<file path="config.mk">
export PLATFORM = sky130hd
export DESIGN_NAME = uart_rx_fsm_flat
export DESIGN_NICKNAME = d
export VERILOG_FILES = /design/src/rtl/uart_pkg.sv /design/src/rtl/uart_rx_fsm_if.sv /design/src/rtl/uart_os_tick_gen.sv /design/src/rtl/uart_rx_fsm.sv /design/src/flat_wrapper.sv
export SDC_FILE = /design/constraint.sdc
export NUM_CORES = 1
export LEC_CHECK = 0
export BUFFER_PORTS_ARGS = -buffer_cell sky130_fd_sc_hd__buf_2
export CORE_ASPECT_RATIO = 2
export CORE_MARGIN = 10
export CORE_UTILIZATION = 54
export DETAILED_ROUTE_END_ITERATION = 12
export GPL_ROUTABILITY_DRIVEN = 0
export PLACE_DENSITY = 0.77
export SLEW_MARGIN = 20
export SYNTH_ARGS = -nofsm -noshare
export SYNTH_HDL_FRONTEND = slang
export SYNTH_HIERARCHICAL = 1
export SYNTH_SLANG_ARGS = --single-unit
</file>
<file path="constraint.sdc">
create_clock -name clk -period 3.4 [get_ports clk]
set_clock_uncertainty 0.1 [all_clocks]
set_input_delay 0.34 -clock clk [delete_from_list [all_inputs] [get_ports clk]]
set_output_delay 0.34 -clock clk [all_outputs]
set_load 0.03 [all_outputs]
</file>
<file path="src/rtl/uart_pkg.sv">
// rtl/uart_pkg.sv - shared UART constants and receiver state encoding
package uart_pkg;

  typedef enum logic [1:0] {
    RX_IDLE  = 2'd0,
    RX_START = 2'd1,
    RX_DATA  = 2'd2,
    RX_STOP  = 2'd3
  } rx_state_t;

  localparam int OVS       = 16;
  localparam int DATA_BITS = 8;

  localparam logic [3:0] MID_START = 4'd7;
  localparam logic [3:0] SAMPLE_PT = 4'd15;

  // 50 MHz / (115200 * 16), shared with the transmit side
  localparam int DEFAULT_CLK_DIV = 27;

endpackage

</file>
<file path="src/rtl/uart_rx_fsm_if.sv">
// rtl/uart_rx_fsm_if.sv - serial input and parallel byte handshake of the UART receiver
interface uart_rx_fsm_if;

  logic       rx;
  logic       ack;
  logic [7:0] dataout;
  logic       valid;
  logic       frame_err;
  logic       overrun;
  logic       busy;

  modport master (
    output rx, ack,
    input  dataout, valid, frame_err, overrun, busy
  );

  modport slave (
    input  rx, ack,
    output dataout, valid, frame_err, overrun, busy
  );

endinterface

</file>
<file path="src/rtl/uart_os_tick_gen.sv">
// rtl/uart_os_tick_gen.sv - free-running divider producing the 16x oversample tick
module uart_os_tick_gen
  import uart_pkg::*;
#(
  parameter int CLK_DIV = DEFAULT_CLK_DIV
) (
  input  logic clk,
  input  logic reset,
  output logic os_tick
);

  localparam logic [15:0] LAST = 16'(CLK_DIV - 1);

  logic [15:0] cnt;

  always_ff @(posedge clk or posedge reset) begin
    if (reset) begin
      cnt <= '0;
    end else if (cnt == LAST) begin
      cnt <= '0;
    end else begin
      cnt <= cnt + 16'd1;
    end
  end

  assign os_tick = (cnt == LAST);

endmodule

</file>
<file path="src/rtl/uart_rx_fsm.sv">
// rtl/uart_rx_fsm.sv - 8N1 UART receiver with 16x oversampling and valid/ack byte output
module uart_rx_fsm
  import uart_pkg::*;
#(
  parameter int CLK_DIV = DEFAULT_CLK_DIV
) (
  input  logic         clk,
  input  logic         reset,
  uart_rx_fsm_if.slave bus
);

  localparam logic [2:0] LAST_BIT = 3'(DATA_BITS - 1);

  logic os_tick;

  uart_os_tick_gen #(.CLK_DIV(CLK_DIV)) u_tick (
    .clk     (clk),
    .reset   (reset),
    .os_tick (os_tick)
  );

  logic rx_meta;
  logic rx_s;

  always_ff @(posedge clk or posedge reset) begin
    if (reset) begin
      rx_meta <= 1'b1;
      rx_s    <= 1'b1;
    end else begin
      rx_meta <= bus.rx;
      rx_s    <= rx_meta;
    end
  end

  rx_state_t            state, state_n;
  logic [3:0]           os_cnt, os_cnt_n;
  logic [2:0]           bit_cnt, bit_cnt_n;
  logic [DATA_BITS-1:0] shift, shift_n;
  logic [DATA_BITS-1:0] dataout, dataout_n;
  logic                 valid, valid_n;
  logic                 frame_err, frame_err_n;
  logic                 overrun, overrun_n;
  logic                 commit;

  always_ff @(posedge clk or posedge reset) begin
    if (reset) begin
      state     <= RX_IDLE;
      os_cnt    <= '0;
      bit_cnt   <= '0;
      shift     <= '0;
      dataout   <= '0;
      valid     <= 1'b0;
      frame_err <= 1'b0;
      overrun   <= 1'b0;
    end else begin
      state     <= state_n;
      os_cnt    <= os_cnt_n;
      bit_cnt   <= bit_cnt_n;
      shift     <= shift_n;
      dataout   <= dataout_n;
      valid     <= valid_n;
      frame_err <= frame_err_n;
      overrun   <= overrun_n;
    end
  end

  always_comb begin
    state_n     = state;
    os_cnt_n    = os_cnt;
    bit_cnt_n   = bit_cnt;
    shift_n     = shift;
    dataout_n   = dataout;
    valid_n     = valid;
    frame_err_n = frame_err;
    overrun_n   = overrun;
    commit      = 1'b0;

    if (os_tick) begin
      case (state)
        RX_IDLE: begin
          os_cnt_n = '0;
          if (!rx_s) state_n = RX_START;
        end
        RX_START: begin
          // a start bit that is high again at its middle was only a glitch
          if (os_cnt == MID_START) begin
            os_cnt_n  = '0;
            bit_cnt_n = '0;
            state_n   = rx_s ? RX_IDLE : RX_DATA;
          end else begin
            os_cnt_n = os_cnt + 4'd1;
          end
        end
        RX_DATA: begin
          os_cnt_n = os_cnt + 4'd1;
          if (os_cnt == SAMPLE_PT) begin
            shift_n[bit_cnt] = rx_s;
            bit_cnt_n        = bit_cnt + 3'd1;
            if (bit_cnt == LAST_BIT) state_n = RX_STOP;
          end
        end
        RX_STOP: begin
          os_cnt_n = os_cnt + 4'd1;
          if (os_cnt == SAMPLE_PT) begin
            state_n = RX_IDLE;
            if (rx_s) commit = 1'b1;
            else      frame_err_n = 1'b1;
          end
        end
        default: state_n = RX_IDLE;
      endcase
    end

    // a commit beats a same-cycle ack; that ack only keeps overrun from being set
    if (commit) begin
      dataout_n   = shift;
      valid_n     = 1'b1;
      frame_err_n = 1'b0;
      if (valid) overrun_n = !bus.ack;
    end else if (bus.ack && valid) begin
      valid_n   = 1'b0;
      overrun_n = 1'b0;
    end
  end

  assign bus.dataout   = dataout;
  assign bus.valid     = valid;
  assign bus.frame_err = frame_err;
  assign bus.overrun   = overrun;
  assign bus.busy      = (state != RX_IDLE);

endmodule

</file>
<file path="src/flat_wrapper.sv">
// flat-port wrapper written by rule: the top's interface ports become plain ports
module uart_rx_fsm_flat import uart_pkg::*;
#(
  parameter int CLK_DIV = DEFAULT_CLK_DIV
)
  (clk, reset, bus_rx, bus_ack, bus_dataout, bus_valid, bus_frame_err, bus_overrun, bus_busy);
  uart_rx_fsm_if bus_i ();
  input  logic clk;
  input  logic reset;
  input wire logic [$bits(bus_i.rx)-1:0] bus_rx;
  input wire logic [$bits(bus_i.ack)-1:0] bus_ack;
  output wire logic [$bits(bus_i.dataout)-1:0] bus_dataout;
  output wire logic [$bits(bus_i.valid)-1:0] bus_valid;
  output wire logic [$bits(bus_i.frame_err)-1:0] bus_frame_err;
  output wire logic [$bits(bus_i.overrun)-1:0] bus_overrun;
  output wire logic [$bits(bus_i.busy)-1:0] bus_busy;
  assign bus_i.rx = bus_rx;
  assign bus_i.ack = bus_ack;
  assign bus_dataout = bus_i.dataout;
  assign bus_valid = bus_i.valid;
  assign bus_frame_err = bus_i.frame_err;
  assign bus_overrun = bus_i.overrun;
  assign bus_busy = bus_i.busy;
  uart_rx_fsm #(.CLK_DIV(CLK_DIV)) u_core (.clk(clk), .reset(reset), .bus(bus_i));
endmodule
</file>
==> results of run 1 <==
==> cell type report <==
type	count	area share (%)
flip-flops and latches	46	47.5
multi-input cells	126	39.8
repair buffers	16	3.40
clock buffers	5	2.83
well taps	51	2.63
inverters	13	2.01
clock inverters	3	1.85
==> metrics by stage <==
stage               setup WS [ns]  cells  utilization (%)
global placement             1.03    252             59.6
floorplan                   0.978    192                -
finish                      0.940    260             62.6
detailed placement          0.966    252             59.6
global route                0.679    260             62.6
CTS                         0.934    260             62.6
==> power groups by stage <==
stage,Combinational (W),Sequential (W),Clock [W]
after detailed placement,0.0000247,0.000566,0
after CTS,0.0000248,0.000555,0.000405
after global placement,0.0000238,0.000566,0
final,0.0000238,0.000555,0.000397
after floorplan,0.0000174,0.000564,0
after global routing,0.0000280,0.000556,0.000425
==> synth_stat cells (2+ instances only) <==
cell type,count,area [µm²]
dfrtp_1,44,1100
mux2_2,15,169
inv_1,13,48.8
nor2_1,12,45.0
xnor2_1,9,78.8
nor3_1,7,35.0
a21oi_1,6,30.0
nand2_1,6,22.5
nand2b_1,6,37.5
o21ai_0,6,30.0
ha_1,5,62.6
nand3_1,5,25.0
xor2_1,5,43.8
clkbuf_1,4,15.0
nand4_1,4,25.0
a221oi_1,3,26.3
buf_2,3,15.0
nand3b_1,3,22.5
a21o_1,2,15.0
a41oi_1,2,17.5
and3_1,2,12.5
and3_4,2,22.5
dfstp_2,2,52.6
nor2b_1,2,12.5
nor3_2,2,20.0
nor4_1,2,12.5
==> layer usage <==
metal / share of wire (%) / vias to the layer above / wire length (µm) / track usage [%]
met5: 0 / - / 0 / 0
li1: - / 711 / - / -
met2: 56 / 25 / 2330 / 24.2
met3: 3.3 / 11 / 138 / 3.13
met4: 2.3 / 0 / 94 / 5.54
met1: 38 / 742 / 1570 / 12.7
==> state kept, by name (all words and copies together), names as in the netlist, 3 cells and up, named ones only <==
register	flops
u_core/bit_cnt	3
u_core/bus.dataout	8
u_core/os_cnt	4
u_core/shift	8
u_core/u_tick/cnt	16
==> critical path, stage by stage, from the launching register on <==
cell and delay [ns]:
dfrtp_1 0.42, inv_1 0.08, ha_1 0.13, nor4b_1 0.23
nand2_1 0.08, nor2_1 0.10, buf_4 0.22, nand4_4 0.17
or4_1 0.51, mux2_1 0.32
==> cell families after synthesis <==
kind of cell / count (synthesis)
AND/OR/NAND/NOR: 66
adder cells (fa/ha/maj): 5
AO/OA/AOI/OAI: 24
buffers and inverters: 20
XOR/XNOR: 14
multiplexers: 17
flip-flops: 46
==> worst min path at each step <==
| stage | startpoint | endpoint | slack [ns] | cells past startpoint |
|---|---|---|---|---|
| 2_1_floorplan | reset | u_core/u_tick/cnt[0] | 0.15 | 1 |
| 3_3_place_gp | u_core/rx_meta | u_core/rx_s | 0.25 | 0 |
| 3_5_place_dp | u_core/rx_meta | u_core/rx_s | 0.25 | 0 |
| 4_1_cts | reset | u_core/u_tick/cnt[15] | 0.03 | 2 |
| 5_1_grt | bus_rx | u_core/rx_meta | 0.03 | 1 |
| 6_report | reset | u_core/os_cnt[2] | 0.01 | 2 |
==> results_dict.tcl, run 1 <==
set metrics [dict create \
    status "finished clean" \
    grtUsageTotal_pct 12.8 \
    wirelength_mm 4.14 \
    ir_worst_vdd_mv 0.363 \
    r2r-end "u_core/shift[5]" \
    clk_latency_ns 0.29 \
    io_buffers 15 \
    synth_top_family_by_area "simple AND/OR/NAND/NOR gates" \
    hold-worst-slack_ns 0.0126 \
    core_mm2 0.00388 \
    initialDrtViolationCount 55 \
    async_reset_ff_share_pct 100 \
    p_sw_w 0.000201 \
    tightest_slew_ns 0.601 \
    synth_xor_area_share_pct 5.57 \
    clkSinkCount 46 \
    avgSynthCellArea_um2 11.5 \
    path_class "reg2reg" \
    hold_violations 0 \
    critPathMaxFanout 17 \
    cp-end-kind "flip-flop" \
    powerDensity_mw_per_mm2 402 \
    nFillCells 317 \
    ioPinCount 16 \
    initial_core_util_pct 56.6 \
    dieArea_mm2 0.00718 \
    grt_pass1_vias 1580 \
    grt_max_degree 31 \
    htreeDepth 2 \
    seq_area_mm2 0.00115 \
    min_period_ns 2.46 \
    synth-edff-count 0 \
    drv_slew 0 \
    insertedDiodeCount 0 \
    place_area_mm2 0.00232 \
    num_rows 32 \
    critPathCapture "u_core/shift[5]" \
    postRouteAntennaNets 0 \
    ys_seq_elements 46 \
    p_seq_share_pct 56.9 \
    rrSetupSlack_ns 0.94 \
    cap_violations 0 \
    hold_path.class "in2async" \
    mostFrequentLayoutCell "dfrtp_1" \
    synth-simple-area-share_pct 19.7 \
    startpoint_type "flip-flop" \
    multi_input_area_um2 967 \
    switching_share_pct 20.6 \
    leakage_nw 1.13 \
    fmax_ghz 0.406 \
    ys.flop_type "dfrtp_1" \
    required_ns 3.48 \
    nNetsFinal 217 \
    overflow 0 \
    ctsHoldBuffers 0 \
    slew_headroom_pct 59.9 \
    cts_buffers 5 \
    path_clk_slew_ns 0.08 \
    rsz0062_at_grt "no" \
    grt_pass1_wl_mm 7.27 \
    yosysWarningCount 6 \
    fp.dieH_um 110 \
    hpwl_mm 3.15 \
    syn_area_mm2 0.00220 \
    final_cell_mix "dfrtp_1, buf_2, mux2_2" \
    final_cell_area_mm2 0.00243 \
    wl_per_cell_um 15.9 \
    r2r-start "u_core/u_tick/cnt[0]" \
    num_vias 1489 \
    cts_setup_buffers 0 \
    critPathArrivalTime_ns 2.54 \
    finalPower_w 0.000976 \
    finalSetupTns_ns 0 \
    tritoncts "built" \
    yosysUniqueCellTypes 46 \
    post-route-period-util_pct 72.4 \
    vias_per_cell 5.73 \
    seq_area_frac_synth_pct 52.4 \
    power.internal_w 0.000775 \
    startpoint "u_core/u_tick/cnt[0]" \
    clockRootBuffer "clkbuf_8" \
    rr_worst_depth 9 \
    synth_fa_ha_area_share_pct 2.84 \
    synth_compound_area_share_pct 7.17 \
    chipWidth_um 65.1 \
    clockPowerShare_pct 40.7 \
    syn_nets 201 \
    syn_inst 192 \
    firstDrtPassIters 4 \
    muxShareOfSynthArea_pct 8.65 \
    ctsResizeCount 0 \
    drcViolationCount 0 \
    drive_above_1_share_pct 24.9 \
    layout-area-overhead-vs-synth_pct 10.5 \
    clk_path_buf_depth 2 \
    grt_antenna_before_repair 0 \
    pwr-share-comb_pct 2.4 \
    setup_viol 0 \
]
No activity file was read; power rests on OpenSTA's default activity.
==> inputs of run 2 (changes only) <==
--- a/config.mk
+++ b/config.mk
@@ -5,13 +5,14 @@
 export SDC_FILE = /design/constraint.sdc
 export NUM_CORES = 1
 export LEC_CHECK = 0
+export ABC_AREA = 1
 export BUFFER_PORTS_ARGS = -buffer_cell sky130_fd_sc_hd__buf_2
 export CORE_ASPECT_RATIO = 2
 export CORE_MARGIN = 10
-export CORE_UTILIZATION = 54
+export CORE_UTILIZATION = 53
 export DETAILED_ROUTE_END_ITERATION = 12
 export GPL_ROUTABILITY_DRIVEN = 0
-export PLACE_DENSITY = 0.77
+export PLACE_DENSITY = 0.78
 export SLEW_MARGIN = 20
 export SYNTH_ARGS = -nofsm -noshare
 export SYNTH_HDL_FRONTEND = slang
==> constraint.sdc (replaced) <==
create_clock -name clk -period 2 [get_ports clk]
set_clock_uncertainty 0.1 [all_clocks]
set_input_delay 0.2 -clock clk [delete_from_list [all_inputs] [get_ports clk]]
set_output_delay 0.2 -clock clk [all_outputs]
set_load 0.03 [all_outputs]
==> results_dict.tcl, run 2 <==
set metrics [dict create \
    powerDensity_mw_per_mm2 628 \
    drive_above_1_share_pct 20.1 \
    grt_antenna_before_repair 0 \
    slew_headroom_pct 56.4 \
    yosysMostFrequentCell "nand2_1" \
    layout_setup_ws_ns -0.0194 \
    yosysUniqueCellTypes 22 \
    path_clk_slew_ns 0.09 \
    post-route-period-util_pct 101 \
    overflow 0 \
    syn_area_mm2 0.00223 \
    wirelength_mm 5.12 \
    num_rows 33 \
    num_vias 1916 \
    initial_core_util_pct 54.5 \
    cpMaxStageDelayCell "dfrtp_1" \
    nNetsFinal 317 \
    tightest_slew_ns 0.653 \
    rsz0062_at_grt "yes" \
    path_class "reg2reg" \
    ir_worst_vdd_mv 0.565 \
    required_ns 2.08 \
    startpoint_type "flip-flop" \
    initialDrtViolationCount 77 \
    mostFrequentLayoutCell "nand2_1" \
    ys_seq_elements 46 \
    clk_path_buf_depth 2 \
    ioPinCount 16 \
    grt_pass1_vias 1943 \
    async_reset_ff_share_pct 100 \
    seq_area_frac_synth_pct 51.8 \
    htreeDepth 2 \
    drcViolationCount 0 \
    ys.flop_type "dfrtp_1" \
    cts_buffers 5 \
    layout-area-overhead-vs-synth_pct 19.7 \
    cap_violations 0 \
    syn_inst 270 \
    fp.dieH_um 112 \
    hold_path.class "in2reg" \
    critPathArrivalTime_ns 2.10 \
    largest_reg_flops 16 \
    grt_pass1_wl_mm 8.94 \
    postRouteAntennaNets 0 \
    grtUsageTotal_pct 15.2 \
    clockRootBuffer "clkbuf_8" \
    cp_common_cell "nand4_1" \
    vias_per_cell 5.31 \
    top_regs "u_core/u_tick/cnt x16, u_core/bus.dataout x8, u_core/shift x8" \
    status "finished with violations" \
    hold_violations 0 \
    crit_family "simple AND/OR/NAND/NOR gates" \
    critPathBufInv 1 \
    violations "setup timing" \
    place_area_mm2 0.00244 \
    yosysWarningCount 6 \
    io_buffers 15 \
    synth-edff-count 0 \
    cp-end-kind "flip-flop" \
    final_cell_mix "nand2_1, dfrtp_1, inv_1" \
    firstDrtPassIters 4 \
    tritoncts "built" \
    hpwl_mm 3.87 \
    crit_chain "inv_2 -> ha_4 -> nand4_1 -> nor2_2 -> and2_4 -> nand4_1 -> nor2_4 -> nand3_1 -> nand2_1 -> o21ai_0" \
    drv_slew 0 \
    synth.top_cell.area_share_pct 49.5 \
    clkSinkCount 46 \
    yosys.area.top_type "dfrtp_1" \
    avgSynthCellArea_um2 8.24 \
    clk_latency_ns 0.30 \
    leakage_nw 1.30 \
    setup_viol 3 \
    synth_common_cells "nand2_1, dfrtp_1, inv_1" \
    regMostFlops "u_core/u_tick/cnt" \
    dieArea_mm2 0.00735 \
    yosys-top-cells-area "dfrtp_1, nand2_1, nand3_1, inv_1, nor2_1" \
    insertedDiodeCount 0 \
    syn_nets 279 \
    fmax_ghz 0.495 \
    critPathMaxFanout 8 \
    chipWidth_um 65.8 \
    slowest_delay_ns 0.39 \
    core_mm2 0.00409 \
    min_period_ns 2.02 \
    hold-worst-slack_ns 0.000951 \
    grt_max_degree 31 \
    wl_per_cell_um 14.2 \
    final_cell_area_mm2 0.00266 \
]
[run 2: cell types whose count changed after synthesis, moves of 6 or more]
cell	change
nand2_1	+69
nand2b_1	-6
inv_1	+19
nand3_1	+25
nor2_1	+11
xnor2_1	-7
o21ai_0	+8
mux2_2	-15
nor3_1	-6
[run 2: cell families after synthesis]
family	after synthesis	synth area share [%]
AO/OA/AOI/OAI	27	6.35
flip-flops	46	51.8
AND/OR/NAND/NOR	150	30.1
buffers and inverters	34	5.79
XOR/XNOR	8	3.15
adder cells (fa/ha/maj)	5	2.81
[run 2: worst paths after layout]
kind,slack (ns),cells after the start,from,to
setup / recovery,-0.02,10,u_core/u_tick/cnt[0],u_core/shift[7]
hold / removal,0.001,2,bus_ack,u_core/bus.valid
setup reg to reg,-0.02,10,u_core/u_tick/cnt[0],u_core/shift[7]
hold reg to reg,0.26,0,u_core/rx_meta,u_core/rx_s
max in group asynchronous,0.92,3,reset,u_core/u_tick/cnt[15]
min in group asynchronous,0.43,4,reset,u_core/bus.frame_err
[run 2: area by class of cell]
type | count | area (µm²)
fillers | 332 | 1420
multi-input cells | 190 | 996
well taps | 52 | 65.1
clock buffers | 6 | 72.6
clock inverters | 2 | 37.5
repair buffers | 33 | 219
inverters | 32 | 120
flip-flops and latches | 46 | 1150
[run 2: per-stage QoR]
step | total power [W] | setup WS, ns | TNS [ns] | cells | utilization [%]
floorplan | 0.000982 | 0.0557 | 0 | 270 | -
global placement | 0.000997 | 0.116 | 0 | 346 | 59.7
detailed placement | 0.000997 | 0.0334 | 0 | 346 | 59.7
CTS | 0.00169 | 0.0218 | 0 | 356 | 62.9
global route | 0.00173 | -0.161 | -1.18 | 361 | 65.2
finish | 0.00167 | -0.0194 | -0.0327 | 361 | 65.2
[run 2: per-layer routing]
layer,track usage [%],up-vias,part of all wire (%)
met5,0,-,0
met4,6.32,0,2.0
met3,2.61,11,2.6
met2,28.5,35,59
met1,15.3,927,36
li1,-,943,-
[run 2: where the power goes]
group	total (W)	leakage (nW)	switching (W)	internal (W)
logic	0.0000416	0.634	0.0000321	0.00000953
registers	0.000940	0.619	0.00000598	0.000934
clock network	0.000690	0.0514	0.000317	0.000373
[run 2: repair_timing]
| action | in CTS | in global routing |
|---|---|---|
| endpoints found under the setup margin | 0 | 22 |
| hold endpoints to repair | 45 | 0 |
| buffers inserted | 0 | 5 |
| hold buffers | 2 | 0 |
| resized for setup | 0 | 15 |
==> inputs of run 3 (changes only) <==
--- a/config.mk
+++ b/config.mk
@@ -9,12 +9,11 @@
 export BUFFER_PORTS_ARGS = -buffer_cell sky130_fd_sc_hd__buf_2
 export CORE_ASPECT_RATIO = 2
 export CORE_MARGIN = 10
-export CORE_UTILIZATION = 53
+export CORE_UTILIZATION = 54
 export DETAILED_ROUTE_END_ITERATION = 12
 export GPL_ROUTABILITY_DRIVEN = 0
-export PLACE_DENSITY = 0.78
+export PLACE_DENSITY = 0.79
 export SLEW_MARGIN = 20
 export SYNTH_ARGS = -nofsm -noshare
 export SYNTH_HDL_FRONTEND = slang
-export SYNTH_HIERARCHICAL = 1
 export SYNTH_SLANG_ARGS = --single-unit
==> results_dict.tcl, run 3 <==
set metrics [dict create \
    powerDensity_mw_per_mm2 683 \
    hold_violations 0 \
    core_mm2 0.00430 \
    critPathArrivalTime_ns 1.84 \
    regMostFlops "u_core.u_tick.cnt" \
    cpMaxStageDelayCell "dfrtp_1" \
    synth_common_cells "nand2_1, dfrtp_1, nor2_1" \
    drive_above_1_share_pct 14.4 \
    clockRootBuffer "clkbuf_8" \
    leakage_nw 1.45 \
    num_rows 34 \
    cp-end-kind "flip-flop" \
    hpwl_mm 3.88 \
    fp.dieH_um 113 \
    drcViolationCount 0 \
    hold_path.class "in2reg" \
    slowest_delay_ns 0.43 \
    clk_latency_ns 0.29 \
    critPathMaxFanout 10 \
    crit_family "simple AND/OR/NAND/NOR gates" \
    slew_headroom_pct 77.6 \
    yosys.area.top_type "dfrtp_1" \
    syn_area_mm2 0.00236 \
    synth.top_cell.area_share_pct 46.7 \
    avgSynthCellArea_um2 8.03 \
    yosysUniqueCellTypes 28 \
    yosys-top-cells-area "dfrtp_1, nand2_1, nor2_1, inv_1, nand3_1" \
    yosysWarningCount 0 \
    cts_buffers 5 \
    required_ns 2.10 \
    muxShareOfSynthArea_pct 0 \
    synth_fa_ha_area_share_pct 2.65 \
    synth_xor_area_share_pct 3.71 \
    overflow 0 \
    grt_antenna_before_repair 0 \
    status "finished clean" \
    ioPinCount 16 \
    finalSetupTns_ns 0 \
    ir_worst_vdd_mv 0.487 \
    critPathBufInv 3 \
    synth_top_family_by_area "simple AND/OR/NAND/NOR gates" \
    drv_slew 0 \
    ys.flop_type "dfrtp_1" \
    tritoncts "built" \
    initialDrtViolationCount 60 \
    vias_per_cell 5.13 \
    largest_reg_flops 16 \
    rrSetupSlack_ns 0.26 \
    dieArea_mm2 0.00757 \
    seq_area_frac_synth_pct 48.9 \
    clkSinkCount 46 \
    grtUsageTotal_pct 14.6 \
    yosysMostFrequentCell "nand2_1" \
    htreeDepth 2 \
    synth-simple-area-share_pct 33.0 \
    rsz0062_at_grt "no" \
    top_regs "u_core.u_tick.cnt x16, u_core.bus.dataout x8, u_core.shift x8" \
    chipWidth_um 66.7 \
    post-route-period-util_pct 87.2 \
    path_class "reg2reg" \
    clk_path_buf_depth 2 \
    min_period_ns 1.74 \
    syn_nets 303 \
    multi_input_area_mm2 0.00103 \
    syn_inst 294 \
    nFillCells 381 \
    mostFrequentLayoutCell "nand2_1" \
    initial_core_util_pct 54.9 \
    firstDrtPassIters 4 \
    cts_setup_buffers 0 \
    cap_violations 0 \
    path_clk_slew_ns 0.09 \
    wirelength_mm 4.92 \
    grt_pass1_wl_mm 8.83 \
    setup_viol 0 \
    ys_seq_elements 46 \
    nNetsFinal 328 \
    layout-area-overhead-vs-synth_pct 13.1 \
    synth_compound_area_share_pct 4.40 \
    startpoint_type "flip-flop" \
    tightest_slew_ns 0.335 \
    wl_per_cell_um 13.2 \
    async_reset_ff_share_pct 100 \
    fmax_ghz 0.573 \
    crit_chain "inv_1 -> ha_1 -> nand3_1 -> nor2_1 -> nand2_2 -> inv_2 -> nand3_1 -> nand2_1 -> inv_1" \
    finalPower_w 0.00182 \
    io_buffers 15 \
    grt_max_degree 18 \
    final_cell_mix "nand2_1, dfrtp_1, nor2_1" \
    insertedDiodeCount 0 \
    num_vias 1918 \
    synth-edff-count 0 \
    seq_area_mm2 0.00115 \
    grt_pass1_vias 2051 \
    postRouteAntennaNets 0 \
]
run 3: cell type report:
type                            count  share of cell area [%]
Sequential cell                    46                    43.2
Multi-Input combinational cell    205                    38.7
Inverter                           41                    5.77
Timing Repair Buffer               20                    4.41
Clock buffer                        6                    3.09
Tap cell                           54                    2.53
Clock inverter                      2                    2.25
run 3: path summary, 6_finish.rpt:
check | end | depth (start not counted) | startpoint
worst max register to register | u_core.bus.frame_err | 9 | u_core.u_tick.cnt[0]
worst max-delay path | u_core.bus.frame_err | 9 | u_core.u_tick.cnt[0]
worst min register to register | u_core.rx_s | 0 | u_core.rx_meta
worst min-delay path | u_core.bus.valid | 4 | bus_ack
min in group asynchronous | u_core.u_tick.cnt[10] | 3 | reset
max in group asynchronous | u_core.shift[7] | 4 | reset
run 3: routing by layer:
metal  up-vias  track usage (%)  routed length [µm]
met4         0             10.5                 280
met2        37             26.3                2730
met1       889             13.8                1760
met3        20             2.95                 156
met5         -                0                   0
li1        972                -                   -
run 3: power by group:
part | total, W | leakage, nW | internal (W) | switching [W]
Clock | 0.000841 | 0.0714 | 0.000533 | 0.000308
Sequential | 0.000936 | 0.619 | 0.000934 | 0.00000253
Combinational | 0.0000461 | 0.760 | 0.0000113 | 0.0000348
run 3: timing repair:
action	CTS	global route
gates resized for setup	0	0
hold buffers	2	0
setup endpoints to repair	0	0
hold endpoints to repair	13	0
run 3: worst register-to-register path, cell delays in order (launching register included):
cell and delay, ns:
dfrtp_1 0.43, inv_1 0.07, ha_1 0.16, nand3_1 0.15
nor2_1 0.16, nand2_2 0.16, inv_2 0.18, nand3_1 0.11
nand2_1 0.09, inv_1 0.04
run 3: cell families (layout without fill, tap and decap cells):
family	Yosys count	in the layout
compound gates	20	20
xor+xnor	10	10
fa+ha+maj	5	5
buf+inv	43	69
flops	46	46
simple gates	170	170
run 3: through the flow:
step	worst slack, ns	instances	util (%)	area (µm²)	hold WS (ns)
final	0.256	374	62.1	2670	0.0997
after global routing	0.0862	374	62.1	2670	0.118
after CTS	0.244	374	62.1	2670	0.0990
after detailed placement	0.274	364	58.3	2510	0.0836
after global placement	0.325	364	58.3	2510	0.0801
after floorplan	0.476	294	-	2360	0.104
